<file path="config.mk">
export PLATFORM = sky130hd
export DESIGN_NAME = db9md_pad_scanner
export DESIGN_NICKNAME = d
export VERILOG_FILES = /design/src/rtl/db9md_pad_scanner.sv
export SDC_FILE = /design/constraint.sdc
export NUM_CORES = 1
export LEC_CHECK = 0
export BUFFER_PORTS_ARGS = -buffer_cell sky130_fd_sc_hd__buf_2
export CAP_MARGIN = 20
export CORE_ASPECT_RATIO = 1.1
export CORE_MARGIN = 1
export CORE_UTILIZATION = 53
export CTS_BUF_LIST = sky130_fd_sc_hd__clkbuf_16
export DETAILED_ROUTE_END_ITERATION = 10
export MAX_ROUTING_LAYER = met4
export PLACE_DENSITY = 0.76
export SLEW_MARGIN = 20
export SYNTH_ARGS = -nofsm -noshare
export SYNTH_HDL_FRONTEND = slang
export SYNTH_SLANG_ARGS = --single-unit
</file>
<file path="constraint.sdc">
create_clock -name clk -period 2.2 [get_ports clk]
set_clock_uncertainty 0.05 [all_clocks]
set_input_delay 0.33 -clock clk [delete_from_list [all_inputs] [get_ports clk]]
set_output_delay 0.33 -clock clk [all_outputs]
set_load 0.02 [all_outputs]
</file>
<file path="src/rtl/db9md_pad_scanner.sv">
// Scans two Mega Drive 3/6-button pads sharing one DB9 port and decodes them into active-high words.
// Latency: a pad's word commits on the last cycle of its step 7 and is visible one cycle later.
// Backpressure: none; free-running scan, outputs are held between commits.
//
// Optional feature: define DB9MD_DEBOUNCE_EN to require two identical consecutive scans before a
// word reaches the output.
//
// Ports:
//   clk        system clock
//   reset      synchronous, active-high
//   joy_in     raw pad lines, active-low: [0]U [1]D [2]L [3]R [4]B/A [5]C/Start
//   joy_mdsel  pad select (TH) line
//   joy_split  port mux: 0 = player 1 pad, 1 = player 2 pad
//   joystick1  player 1 buttons, active-high (0 R,1 L,2 D,3 U,4 B,5 C,6 A,7 Start,8 Mode,9 X,10 Y,11 Z)
//   joystick2  player 2 buttons, same map
//   frame_done one-cycle pulse when the player 2 word commits
module db9md_pad_scanner #(
  parameter int STEP_CYC = 400,
  parameter int IDLE_CYC = 64000
) (
  input  logic        clk,
  input  logic        reset,
  input  logic [5:0]  joy_in,
  output logic        joy_mdsel,
  output logic        joy_split,
  output logic [15:0] joystick1,
  output logic [15:0] joystick2,
  output logic        frame_done
);

  localparam int MAX_CYC = (STEP_CYC > IDLE_CYC) ? STEP_CYC : IDLE_CYC;
  localparam int CW      = (MAX_CYC > 1) ? $clog2(MAX_CYC) : 1;
  localparam logic [CW-1:0] STEP_LAST = CW'(STEP_CYC - 1);
  localparam logic [CW-1:0] IDLE_LAST = CW'(IDLE_CYC - 1);

  typedef enum logic [1:0] {
    ST_P1   = 2'd0,
    ST_P2   = 2'd1,
    ST_IDLE = 2'd2
  } state_e;

  state_e        state_q, state_d;
  logic [2:0]    step_q, step_d;
  logic [CW-1:0] cnt_q, cnt_d;
  logic [11:0]   dec_q, dec_d;
  logic          present_q, present_d;
  logic          six_q, six_d;
  logic [15:0]   joy1_q, joy1_d;
  logic [15:0]   joy2_q, joy2_d;
  logic          done_q, done_d;
`ifdef DB9MD_DEBOUNCE_EN
  logic [15:0]   cand1_q, cand1_d;
  logic [15:0]   cand2_q, cand2_d;
`endif

  logic          in_pad;
  logic          step_end;
  logic          commit;
  logic [15:0]   word_w;

  assign in_pad   = (state_q != ST_IDLE);
  assign step_end = in_pad && (cnt_q == STEP_LAST);
  assign commit   = step_end && (step_q == 3'd7);

  // Absent pad reads as nothing pressed; a 3-button pad cannot report the extra buttons.
  always_comb begin
    word_w = 16'h0000;
    if (present_q) begin
      word_w[7:0] = dec_q[7:0];
      if (six_q) begin
        word_w[11:8] = dec_q[11:8];
      end
    end
  end

  always_comb begin
    state_d   = state_q;
    step_d    = step_q;
    cnt_d     = cnt_q;
    dec_d     = dec_q;
    present_d = present_q;
    six_d     = six_q;
    joy1_d    = joy1_q;
    joy2_d    = joy2_q;
    done_d    = 1'b0;
`ifdef DB9MD_DEBOUNCE_EN
    cand1_d   = cand1_q;
    cand2_d   = cand2_q;
`endif

    // Sequencing: the count only wraps alongside a step or state change.
    if (in_pad) begin
      if (cnt_q == STEP_LAST) begin
        cnt_d = '0;
        if (step_q == 3'd7) begin
          step_d  = 3'd0;
          state_d = (state_q == ST_P1) ? ST_P2 : ST_IDLE;
        end else begin
          step_d = step_q + 3'd1;
        end
      end else begin
        cnt_d = cnt_q + 1'b1;
      end
    end else begin
      if (cnt_q == IDLE_LAST) begin
        cnt_d   = '0;
        step_d  = 3'd0;
        state_d = ST_P1;
      end else begin
        cnt_d = cnt_q + 1'b1;
      end
    end

    // Fresh decode state for every player so nothing leaks from P1 into P2.
    if (in_pad && (step_q == 3'd0) && (cnt_q == '0)) begin
      dec_d     = '0;
      present_d = 1'b0;
      six_d     = 1'b0;
    end

    // Lines are sampled at the end of a step, after they have settled behind the select edge.
    if (step_end) begin
      unique case (step_q)
        3'd0: begin
          dec_d[0] = ~joy_in[3];
          dec_d[1] = ~joy_in[2];
          dec_d[2] = ~joy_in[1];
          dec_d[3] = ~joy_in[0];
          dec_d[4] = ~joy_in[4];
          dec_d[5] = ~joy_in[5];
        end
        3'd1: begin
          present_d = (joy_in[1:0] == 2'b00);
          dec_d[6]  = ~joy_in[4];
          dec_d[7]  = ~joy_in[5];
        end
        3'd5: begin
          six_d = (joy_in[3:0] == 4'b0000);
        end
        3'd6: begin
          dec_d[11] = ~joy_in[0];
          dec_d[10] = ~joy_in[1];
          dec_d[9]  = ~joy_in[2];
          dec_d[8]  = ~joy_in[3];
        end
        default: begin
        end
      endcase
    end

    if (commit) begin
`ifdef DB9MD_DEBOUNCE_EN
      // Output moves only when two consecutive scans agree.
      if (state_q == ST_P1) begin
        if (word_w == cand1_q) joy1_d = word_w;
        cand1_d = word_w;
      end else begin
        if (word_w == cand2_q) joy2_d = word_w;
        cand2_d = word_w;
      end
`else
      if (state_q == ST_P1) begin
        joy1_d = word_w;
      end else begin
        joy2_d = word_w;
      end
`endif
      if (state_q == ST_P2) begin
        done_d = 1'b1;
      end
    end
  end

  always_ff @(posedge clk) begin
    if (reset) begin
      state_q   <= ST_P1;
      step_q    <= 3'd0;
      cnt_q     <= '0;
      dec_q     <= '0;
      present_q <= 1'b0;
      six_q     <= 1'b0;
      joy1_q    <= '0;
      joy2_q    <= '0;
      done_q    <= 1'b0;
`ifdef DB9MD_DEBOUNCE_EN
      cand1_q   <= '0;
      cand2_q   <= '0;
`endif
    end else begin
      state_q   <= state_d;
      step_q    <= step_d;
      cnt_q     <= cnt_d;
      dec_q     <= dec_d;
      present_q <= present_d;
      six_q     <= six_d;
      joy1_q    <= joy1_d;
      joy2_q    <= joy2_d;
      done_q    <= done_d;
`ifdef DB9MD_DEBOUNCE_EN
      cand1_q   <= cand1_d;
      cand2_q   <= cand2_d;
`endif
    end
  end

  // Select is high on even steps and throughout idle.
  assign joy_mdsel  = (state_q == ST_IDLE) || !step_q[0];
  assign joy_split  = (state_q == ST_P2);
  assign joystick1  = joy1_q;
  assign joystick2  = joy2_q;
  assign frame_done = done_q;

endmodule
</file>
Yosys cells after proc, flatten, opt, wreduce, memory -nomap -nowiden
Index checks and enable logic that the tools add are counted.
Operators by class
  add/subtract/negate cells: 2
  equal/unequal tests: 11
  muxes and demuxes: 26
  bitwise gates (word level): 8
  reduce and logical (&&, ||, !) cells: 17
Operators by type and width (number)
  $mux W16: 3
  $mux W12: 3
  $add A16 B1 Y16 const B: 1
  $eq A16 B16 Y1 const B: 1
  $eq A16 B9 Y1 const B: 1
  $logic_not A16 Y1: 1
  $mux W2: 6
  $mux W3: 4
  $eq A3 B3 Y1 const B: 3
  $mux W4: 2
  $not A1 Y1: 8
  $mux W1: 7
  $mux W6: 1
  $reduce_and A2 Y1: 3
  $logic_and A1 B1 Y1: 4
  $logic_not A2 Y1: 2
  $logic_not A4 Y1: 1
  $ne A2 B1 Y1 const B: 2
  $add A3 B1 Y3 const B: 1
  $eq A3 B1 Y1 const B: 1
  $logic_not A3 Y1: 1
  $reduce_and A3 Y1: 1
  $eq A2 B1 Y1 const B: 1
  $eq A2 B2 Y1 const B: 1
  5 further kinds: 5
Word-level totals
  register bits: 60
  input bits: 8
  output and inout port bits: 35
  word-level logic and storage cells: 73

Longest topological paths before layout
Gate-level depths: netlist of run 1.
  depth in word-level cells: 6
  mapped depth: 8
  gate-level depth less buffers: 7

Worst setup path before layout of run 1
Ideal clock, no wire load.
  path kind: register to register
  start point: reg cnt_q[0]
  end point: reg joy1_q[3] (netlist: joystick1[3])
  setup time: 0.134 ns
  arrival time: 1.798 ns
  data required time: 2.016 ns
  setup slack: 0.218 ns
  cell stages (with the launch flop): 9
  path buffers: 2
  clock period less this slack: 1.982 ns
  cells stage by stage: dfxtp_1 ha_1 and3_1 clkbuf_1 nand3_1 or4_4 buf_6 nand2_1 a21oi_1
Between the ends
  word-level cells in the longest chain between the ends: 4
RTL lines
  from (decl): line 44  | logic [CW-1:0] cnt_q, cnt_d;
  from (signal assigned): line 192  | cnt_q <= cnt_d;
  $eq A16 B9 Y1: line 62  | assign step_end = in_pad && (cnt_q == STEP_LAST);
  $logic_and A1 B1 Y1: line 62
  $logic_and A1 B1 Y1: line 63  | assign commit = step_end && (step_q == 3'd7);
  $reduce_and A2 Y1 (no source line)
  to (signal assigned): line 196  | joy1_q <= joy1_d;
  to (decl): line 48  | logic [15:0] joy1_q, joy1_d;
No other way between the ends.
A chain may end at the register's enable or synchronous reset.

Worst setup path in the final report of run 1
  start point: reg cnt_q[11]
  end point: reg dec_q[0]
Between the ends
  word-level cells in the longest chain between the ends: 5
  elaborated cells between the ends (all ways): 7
  those cells by class: eq/ne: 1; mux: 3; reduce/logical: 3
RTL lines
  $logic_not A16 Y1: line 115  | if (in_pad && (step_q == 3'd0) && (cnt_q == '0)) begin
  $logic_and A1 B1 Y1: line 115
  $mux W12: line 115
  $mux W6: line 123  | unique case (step_q)
  $mux W12 (*): line 122  | if (step_end) begin
  to (signal assigned): line 179  | dec_q <= '0;
  to (signal assigned): line 193  | dec_q <= dec_d;
  to (decl): line 45  | logic [11:0] dec_q, dec_d;
Every way passes the cells marked *; elsewhere a longest branch is shown, timed or not.

==> results_dict.tcl, run 1 <==
set metrics [dict create \
    run_status "finished clean" \
    cp-start-kind "flip-flop" \
    post_dp_cell_area_sq_um 2850 \
    post_synth.cell_area_avg_sq_um 8.67 \
    finalInstanceArea_sq_um 3110 \
    coreArea_sq_um 4750 \
    timing.critical_path.slowest_cell_delay_ns 0.58 \
    dp.final_hpwl_um 3990 \
    worstHoldPathType "in2reg" \
    cts_tree "built" \
    tightest_slew_ns 0.777 \
    critPathCaptureType "flip-flop" \
    synth_seq_area_share 0.450 \
    ctsHtreeMaxLevel 3 \
    slew_headroom 0.481 \
    worst-path-max-fanout 7 \
    grt_pass1_vias 2112 \
    ys_dominant_reg_cell "sky130_fd_sc_hd__dfxtp_1" \
    maxClockFrequency_mhz 504 \
    vias 2301 \
    synth_edf_count 0 \
    drc 0 \
    vdd.ir_drop.worst_mv 0.442 \
    final_common_cell "sky130_fd_sc_hd__dfxtp_1" \
    area_delta_synth_final_pct 16.4 \
    drt_pass1_iterations 4 \
    clock-root-buffer "sky130_fd_sc_hd__clkbuf_16" \
    cts_made_buffers 9 \
    synth-seq-cells 60 \
    critical_path_slowest_stage_cell "sky130_fd_sc_hd__or4_4" \
    final.period_utilization 0.902 \
    power.density_cell_area_nw_per_um2 760 \
    placement.io_buffers 34 \
    asyncSetResetFlopFracSynth 0 \
    netlist-cell-type-count 38 \
    global_route.overflow_total 0 \
    gpl_wtd_cong 0.829 \
    dpl.cell_count 387 \
    detailedRoute.firstIterationViolations 120 \
    final_cell_mix "sky130_fd_sc_hd__dfxtp_1, sky130_fd_sc_hd__nand2_1, sky130_fd_sc_hd__buf_2, sky130_fd_sc_hd__nand3_1, sky130_fd_sc_hd__a21oi_1" \
    syn-instance-count 308 \
    horiz_die_dim_um 69.7 \
    cellLeakagePower_uw 0.00119 \
    placementRows 26 \
    totalNegativeSetupSlack_ns 0 \
    stdcell_count 403 \
    report.final.slew_viol_count 0 \
    timing.final.setup_violations 0 \
    grt_start_max_net_pins 26 \
    worstSkewPairLatency_ns 0.33 \
    cts.reportedPaths.clkPinSlew_ns 0.05 \
    crit_type "reg2reg" \
    antenna_found_initial 0 \
    cts_hold_buffers 0 \
    post-place-ws_ns 0.147 \
    antenna_cells_inserted 0 \
    via_per_inst 5.71 \
    worst_endpoint_required_time_ns 2.38 \
    final_net_count 357 \
    route.antenna.remaining_nets 0 \
    wl_um 5690 \
    post-cts-setup-buffer-count 0 \
    design.die.area_sq_um 5330 \
    start_util 0.562 \
    yosys_warnings 0 \
    rsz_0062_raised_after_global_routing "false" \
    pin_count 43 \
    cp.arrival_ns 2.16 \
    cts_sinks 60 \
    critical_path.cell_chain "or4_4 > nor2_4 > nand4_1 > buf_4 > o32ai_1" \
    wl_per_cell_um 14.1 \
    max-clock-path-buffers 2 \
    global_route.usage.total 0.235 \
    count_of_max_cap_constraint_violations 0 \
    post_route_cells_drive_above_1_share 0.179 \
    chip_height_um 76.4 \
    synth_area_sq_um 2670 \
    postLayoutSetupSlackWorst_ns 0.217 \
    wire_length_of_the_first_global_routing_pass_um 9630 \
    hold_viol 0 \
    post-route-min-period_ns 1.98 \
]
-- registers in the layout, indices dropped and copies added (netlist names) --
signal and count:
joystick2 12, step_q 3, present_q 1, dec_q 12, cnt_q 16, state_q 2, six_q 1, frame_done 1
joystick1 12
-- timing repair --
| item | CTS | global route |
|---|---|---|
| endpoints found under the setup margin | 0 | 3 |
| endpoints found under the hold margin | 0 | 0 |
| gates resized for setup | 0 | 1 |
-- cells in the mapped netlist, types with 3 or more instances --
master,count,share of area
sky130_fd_sc_hd__inv_1,5,0.0070
sky130_fd_sc_hd__xor2_1,7,0.023
sky130_fd_sc_hd__clkbuf_1,13,0.018
sky130_fd_sc_hd__buf_2,3,0.0056
sky130_fd_sc_hd__a21oi_1,26,0.049
sky130_fd_sc_hd__nor3_1,5,0.0094
sky130_fd_sc_hd__and3_1,4,0.0094
sky130_fd_sc_hd__ha_1,7,0.033
sky130_fd_sc_hd__nor2b_1,6,0.014
sky130_fd_sc_hd__nand4_1,16,0.037
sky130_fd_sc_hd__nor4_1,3,0.0070
sky130_fd_sc_hd__nand3_1,28,0.052
sky130_fd_sc_hd__xnor2_1,7,0.023
sky130_fd_sc_hd__buf_4,10,0.028
sky130_fd_sc_hd__nor2_1,22,0.031
sky130_fd_sc_hd__or3_1,5,0.012
sky130_fd_sc_hd__o32ai_1,12,0.039
sky130_fd_sc_hd__nand2b_1,13,0.030
sky130_fd_sc_hd__nand2_1,36,0.051
sky130_fd_sc_hd__dfxtp_1,60,0.45
-- where the power goes --
group	switching [uW]	internal [uW]	total [uW]
Sequential	5.58	1090	1100
Clock	443	733	1180
Combinational	59.0	26.9	85.8
-- final timing paths --
check / start / endpoint / slack, ns / depth (start not counted)
setup / recovery: cnt_q[11] / dec_q[0] / 0.22 / 5
hold / removal: joy_in[5] / dec_q[5] / 0.18 / 2
setup reg to reg: cnt_q[11] / dec_q[0] / 0.22 / 5
hold reg to reg: joystick2[2] / joystick2[2] / 0.39 / 2
-- through the flow --
step                      hold slack (ns)  power, uW   util
after floorplan                     0.391       1190      -
after global placement              0.385       1200  0.601
after detailed placement            0.393       1210  0.601
after CTS                           0.178       2380  0.654
after global routing                0.190       2440  0.655
final                               0.184       2360  0.655
-- final cells by class --
class                   instances  area (sq um)
multi-input cells             223          1330
well taps                      56          70.1
clock inverters                 7          28.8
inverters                       5          18.8
fillers                       407          1640
repair buffers                 43           238
flip-flops and latches         60          1200
clock buffers                   9           225
-- cell families (layout without fill, tap and decap cells) --
kind of cell    after synthesis  in the layout  share of synthesized area
simple gates                150            150                      0.297
flops                        60             60                      0.450
compound gates               42             42                      0.102
buf+inv                      32             64                     0.0633
xor+xnor                     14             14                     0.0459
fa+ha+maj                     7              7                     0.0328
mux                           2              2                    0.00797
other cells                   1              8                    0.00140
-- worst max-delay path: cells and delay by family, from the launching register on --
| family | cells | cell delay, ns |
|---|---|---|
| buf+inv | 1 | 0.23 |
| flops | 1 | 0.37 |
| simple gates | 3 | 1.01 |
| compound gates | 1 | 0.22 |
-- per-layer routing --
layer,share of wire,track usage,wire length (um),vias up
li1,-,-,-,1142
met1,0.44,0.277,2480,1071
met2,0.49,0.368,2780,70
met3,0.053,0.0529,299,18
met4,0.023,0.140,129,0
met5,0,-,0,-
Power figures use the tool's default switching activity.
==> run 2: changes to the inputs <==
--- a/config.mk
+++ b/config.mk
@@ -7,13 +7,15 @@
 export LEC_CHECK = 0
 export BUFFER_PORTS_ARGS = -buffer_cell sky130_fd_sc_hd__buf_2
 export CAP_MARGIN = 20
+export CELL_PAD_IN_SITES_DETAIL_PLACEMENT = 0
+export CELL_PAD_IN_SITES_GLOBAL_PLACEMENT = 1
 export CORE_ASPECT_RATIO = 1.1
 export CORE_MARGIN = 1
-export CORE_UTILIZATION = 53
+export CORE_UTILIZATION = 42
 export CTS_BUF_LIST = sky130_fd_sc_hd__clkbuf_16
 export DETAILED_ROUTE_END_ITERATION = 10
 export MAX_ROUTING_LAYER = met4
-export PLACE_DENSITY = 0.76
+export PLACE_DENSITY = 0.81
 export SLEW_MARGIN = 20
 export SYNTH_ARGS = -nofsm -noshare
 export SYNTH_HDL_FRONTEND = slang
==> results_dict.tcl, run 2 (synthesis gave the netlist of run 1 again) <==
set metrics [dict create \
    groute.layer.met3.usage 0.0362 \
    run_status "finished clean" \
    antenna_found_initial 0 \
    max-clock-path-buffers 2 \
    area_delta_synth_final_pct 18.1 \
    seq_power_share 0.439 \
    post_dp_cell_area_sq_um 2870 \
    worstRegToRegCells 5 \
    timing.critical_path.slowest_cell_delay_ns 0.68 \
    horiz_die_dim_um 78.0 \
    grt_pass1_vias 2115 \
    pin_count 43 \
    critical_path.cell_chain "nor4_1 > nand3_1 > or4_4 > nand2_1 > a21oi_1" \
    worstSkewPairLatency_ns 0.32 \
    global_route.overflow_total 0 \
    critical_path_slowest_stage_cell "sky130_fd_sc_hd__or4_4" \
    grt_start_max_net_pins 51 \
    vias 2195 \
    placement.io_buffers 34 \
    p_sw_uw 527 \
    tightest_slew_ns 0.805 \
    worst_endpoint_required_time_ns 2.34 \
    cp-start-kind "flip-flop" \
    cts_tree "built" \
    max_flop_register "cnt_q" \
    antenna_cells_inserted 0 \
    timing.final.setup_violations 0 \
    rsz_0062_raised_after_global_routing "false" \
    fill_cells 612 \
    power.share.combinational 0.033 \
    timing.critical_path.max_delay_family "simple AND/OR/NAND/NOR gates" \
    final_common_cell "sky130_fd_sc_hd__dfxtp_1" \
    gpl_wtd_cong 0.808 \
    cellLeakagePower_uw 0.00118 \
    count_of_max_cap_constraint_violations 0 \
    detailedRoute.firstIterationViolations 141 \
    coreArea_sq_um 6160 \
    post-place-ws_ns 0.119 \
    report.final.slew_viol_count 0 \
    final.period_utilization 0.912 \
    post_route_cells_drive_above_1_share 0.186 \
    cts_hold_buffers 0 \
    power_report.internal_total_uw 1970 \
    totalNegativeSetupSlack_ns 0 \
    final_net_count 355 \
    drc 0 \
    global_route.peak_usage_layer "met2" \
    via_per_inst 5.18 \
    postLayoutSetupSlackWorst_ns 0.193 \
    dp.final_hpwl_um 4180 \
    gr-usage-met1 0.242 \
    power.share.clock 0.528 \
    wire_length_of_the_first_global_routing_pass_um 10100 \
    final_cell_mix "sky130_fd_sc_hd__dfxtp_1, sky130_fd_sc_hd__nand2_1, sky130_fd_sc_hd__buf_2, sky130_fd_sc_hd__nand3_1, sky130_fd_sc_hd__a21oi_1" \
    placementRows 30 \
    cts.reportedPaths.clkPinSlew_ns 0.05 \
    cts_made_buffers 9 \
    start_util 0.434 \
    power_switching_share 0.211 \
    worst_r2r_startpoint "cnt_q[12]" \
    route.antenna.remaining_nets 0 \
    groute.layer.met2.usage 0.328 \
    vdd.ir_drop.worst_mv 0.558 \
    drt_pass1_iterations 5 \
    worstHoldStart "joy_in[4]" \
    power.density_cell_area_nw_per_um2 794 \
    largest_register_ffs 16 \
    design.die.area_sq_um 6680 \
    hold_viol 0 \
    finalInstanceArea_sq_um 3150 \
    ctsHtreeMaxLevel 3 \
    cp.arrival_ns 2.14 \
    global_route.usage.total 0.202 \
    maxClockFrequency_mhz 498 \
    chip_height_um 85.6 \
    clock-root-buffer "sky130_fd_sc_hd__clkbuf_16" \
    wl_um 5950 \
    cts_sinks 60 \
    critPathCaptureType "flip-flop" \
    critPathBufInv 0 \
    worst-path-max-fanout 13 \
    worstHoldPathType "in2reg" \
    hold_worst_path_end "dec_q[4]" \
    post-route-min-period_ns 2.01 \
    hold_path_depth 2 \
    regToRegSetupSlack_ns 0.19 \
    design_power_total_uw 2500 \
    crit_type "reg2reg" \
    wl_per_cell_um 14.0 \
    regToRegEndpoint "joystick1[6]" \
    slew_headroom 0.462 \
]
## run 2: cell type report
type	count	area, sq um	area share
clock buffers	9	225	0.0714
clock inverters	6	56.3	0.0179
inverters	5	18.8	0.00595
multi-input cells	223	1330	0.421
flip-flops and latches	60	1200	0.381
well taps	80	100	0.0317
repair buffers	41	223	0.0706
## run 2: power groups by stage
stage | clock network [uW] | logic [uW] | registers (uW)
finish | 1320 | 82.1 | 1100
global route | 1410 | 91.4 | 1100
CTS | 1350 | 82.0 | 1100
detailed placement | 0 | 81.9 | 1120
global placement | 0 | 81.4 | 1120
floorplan | 0 | 70.7 | 1120
## run 2: worst max-delay path by stage
stage	from	end	slack, ns	cells past startpoint
finish	cnt_q[12]	joystick1[6]	0.19	5
global route	cnt_q[0]	joystick1[6]	0.01	7
CTS	cnt_q[0]	joystick1[11]	0.10	7
detailed placement	cnt_q[0]	joystick1[11]	0.12	7
global placement	cnt_q[12]	joystick2[11]	0.17	5
floorplan	cnt_q[0]	joystick1[3]	0.22	8
## run 2: timing repair
item,4_1_cts,5_1_grt
setup endpoints to repair,0,14
buffers inserted,0,0
endpoints found under the hold margin,0,0
resized for setup,0,2
## run 2: per-layer routing
layer / vias up / part of all wire
li1: 1134 / -
met4: 0 / 0.010
met3: 8 / 0.040
met2: 57 / 0.50
met1: 996 / 0.45
met5: - / 0
## run 2: stage by stage
| stage | instances | utilization | hold slack [ns] |
|---|---|---|---|
| 2_1_floorplan | 315 | - | 0.391 |
| 3_3_place_gp | 409 | 0.466 | 0.385 |
| 3_5_place_dp | 409 | 0.466 | 0.394 |
| 4_1_cts | 424 | 0.512 | 0.172 |
| 5_1_grt | 424 | 0.512 | 0.183 |
| 6_report | 424 | 0.512 | 0.182 |
==> run 3: changes to the inputs <==
--- a/config.mk
+++ b/config.mk
@@ -5,17 +5,17 @@
 export SDC_FILE = /design/constraint.sdc
 export NUM_CORES = 1
 export LEC_CHECK = 0
-export BUFFER_PORTS_ARGS = -buffer_cell sky130_fd_sc_hd__buf_2
 export CAP_MARGIN = 20
 export CELL_PAD_IN_SITES_DETAIL_PLACEMENT = 0
 export CELL_PAD_IN_SITES_GLOBAL_PLACEMENT = 1
 export CORE_ASPECT_RATIO = 1.1
 export CORE_MARGIN = 1
-export CORE_UTILIZATION = 42
+export CORE_UTILIZATION = 47
 export CTS_BUF_LIST = sky130_fd_sc_hd__clkbuf_16
 export DETAILED_ROUTE_END_ITERATION = 10
+export DONT_BUFFER_PORTS = 1
 export MAX_ROUTING_LAYER = met4
-export PLACE_DENSITY = 0.81
+export PLACE_DENSITY = 0.8
 export SLEW_MARGIN = 20
 export SYNTH_ARGS = -nofsm -noshare
 export SYNTH_HDL_FRONTEND = slang
==> results_dict.tcl, run 3 (synthesis gave the netlist of run 1 again) <==
set metrics [dict create \
    run_status "finished clean" \
    wire_length_of_the_first_global_routing_pass_um 8930 \
    hold_ws_ns 0.0180 \
    antenna_found_initial 0 \
    pin_count 43 \
    final.period_utilization 0.893 \
    ctsResizeCount 0 \
    totalNegativeSetupSlack_ns 0 \
    cts_made_buffers 9 \
    max-clock-path-buffers 2 \
    clock-root-buffer "sky130_fd_sc_hd__clkbuf_16" \
    detailedRoute.firstIterationViolations 114 \
    hold_path_depth 1 \
    worst-path-max-fanout 13 \
    placementRows 28 \
    gpl_wtd_cong 0.858 \
    cts.reportedPaths.clkPinSlew_ns 0.05 \
    worstHoldStart "reset" \
    power.share.clock 0.535 \
    final_cell_mix "sky130_fd_sc_hd__dfxtp_1, sky130_fd_sc_hd__nand2_1, sky130_fd_sc_hd__nand3_1, sky130_fd_sc_hd__a21oi_1, sky130_fd_sc_hd__nor2_1" \
    critical_path.cell_chain "or4_4 > or4_4 > nand2_1 > a21oi_1" \
    seq_power_share 0.441 \
    worst_r2r_startpoint "cnt_q[11]" \
    global_route.overflow_total 0 \
    via_per_inst 5.44 \
    design.die.area_sq_um 5990 \
    power.share.combinational 0.024 \
    max_flop_register "cnt_q" \
    final_net_count 323 \
    power_report.internal_total_uw 1970 \
    post-route-min-period_ns 1.96 \
    hold_viol 0 \
    global_route.usage.total 0.212 \
    chip_height_um 81.1 \
    post-cts-setup-buffer-count 0 \
    grt_pass1_vias 1851 \
    timing.critical_path.slowest_cell_delay_ns 0.68 \
    antenna_cells_inserted 0 \
    worstSkewPairLatency_ns 0.33 \
    regToRegSetupSlack_ns 0.24 \
    start_util 0.492 \
    count_of_max_cap_constraint_violations 0 \
    placement.io_buffers 0 \
    regToRegEndpoint "joystick1[7]" \
    dp.final_hpwl_um 3820 \
    power.density_cell_area_nw_per_um2 831 \
    cts_tree "built" \
    post_route_cells_drive_above_1_share 0.0927 \
    critPathCaptureType "flip-flop" \
    worstRegToRegCells 4 \
    cts_hold_buffers 0 \
    cp.arrival_ns 2.13 \
    grt_start_max_net_pins 61 \
    wl_per_cell_um 14.6 \
    hold_worst_path_end "joystick1[4]" \
    drc 0 \
    power_switching_share 0.207 \
    rsz_0062_raised_after_global_routing "false" \
    vdd.ir_drop.worst_mv 0.384 \
    worstHoldPathType "in2reg" \
    worst_path_most_repeated_cell "sky130_fd_sc_hd__or4_4" \
    largest_register_ffs 16 \
    vias 2111 \
    drt_pass1_iterations 4 \
    cp-start-kind "flip-flop" \
    maxClockFrequency_mhz 509 \
    design_power_total_uw 2490 \
    route.antenna.remaining_nets 0 \
    area_delta_synth_final_pct 12.0 \
    cellLeakagePower_uw 0.00102 \
    p_sw_uw 515 \
    timing.final.setup_violations 0 \
    critical_path_slowest_stage_cell "sky130_fd_sc_hd__or4_4" \
    worst_endpoint_required_time_ns 2.37 \
    final_common_cell "sky130_fd_sc_hd__dfxtp_1" \
    cts_sinks 60 \
    wl_um 5660 \
    report.final.slew_viol_count 0 \
    crit_type "reg2reg" \
    ctsHtreeMaxLevel 3 \
    coreArea_sq_um 5430 \
    horiz_die_dim_um 73.9 \
]
## run 3: metrics by stage
step | util | instances | setup slack (ns) | cell area [sq um]
after floorplan | - | 315 | 0.218 | 2700
after global routing | 0.551 | 388 | 0.0653 | 2990
after CTS | 0.551 | 388 | 0.237 | 2990
final | 0.551 | 388 | 0.236 | 2990
after global placement | 0.499 | 372 | 0.275 | 2710
after detailed placement | 0.499 | 372 | 0.249 | 2710
## run 3: power by group through the flow
stage                     combinational [uW]  sequential (uW)  clock (uW)
after floorplan                         70.7             1120           0
final                                   58.5             1100        1330
after detailed placement                58.8             1120           0
after global routing                    64.9             1100        1400
after CTS                               59.3             1100        1360
after global placement                  57.8             1120           0
## run 3: final cells by class
| cell class | count | area (sq um) |
|---|---|---|
| Tap cell | 75 | 93.8 |
| Fill cell | 518 | 2440 |
| Clock buffer | 9 | 225 |
| Timing Repair Buffer | 9 | 67.6 |
| Multi-Input combinational cell | 223 | 1330 |
| Clock inverter | 7 | 58.8 |
| Inverter | 5 | 18.8 |
| Sequential cell | 60 | 1200 |
## run 3: worst max path at each step
stage	startpoint	end	slack (ns)	depth (start not counted)
global route	cnt_q[11]	joystick1[8]	0.07	6
CTS	cnt_q[11]	joystick1[7]	0.24	4
detailed placement	cnt_q[11]	joystick1[7]	0.25	4
floorplan	cnt_q[0]	joystick1[3]	0.22	8
finish	cnt_q[11]	joystick1[7]	0.24	4
global placement	cnt_q[1]	joystick1[8]	0.28	7
## run 3: metal layers
layer | share of wire | wire [um] | up-vias | GRT usage
li1 | - | - | 1078 | -
met1 | 0.44 | 2500 | 973 | 0.241
met2 | 0.49 | 2770 | 47 | 0.328
met3 | 0.043 | 246 | 13 | 0.0633
met4 | 0.026 | 146 | 0 | 0.123
met5 | 0 | 0 | - | -
## run 3: critical path: cells and delay by family (launching register included)
kind / cells / cell delay (ns)
AND/OR/NAND/NOR: 3 / 1.38
flip-flops: 1 / 0.37
AO/OA/AOI/OAI: 1 / 0.06
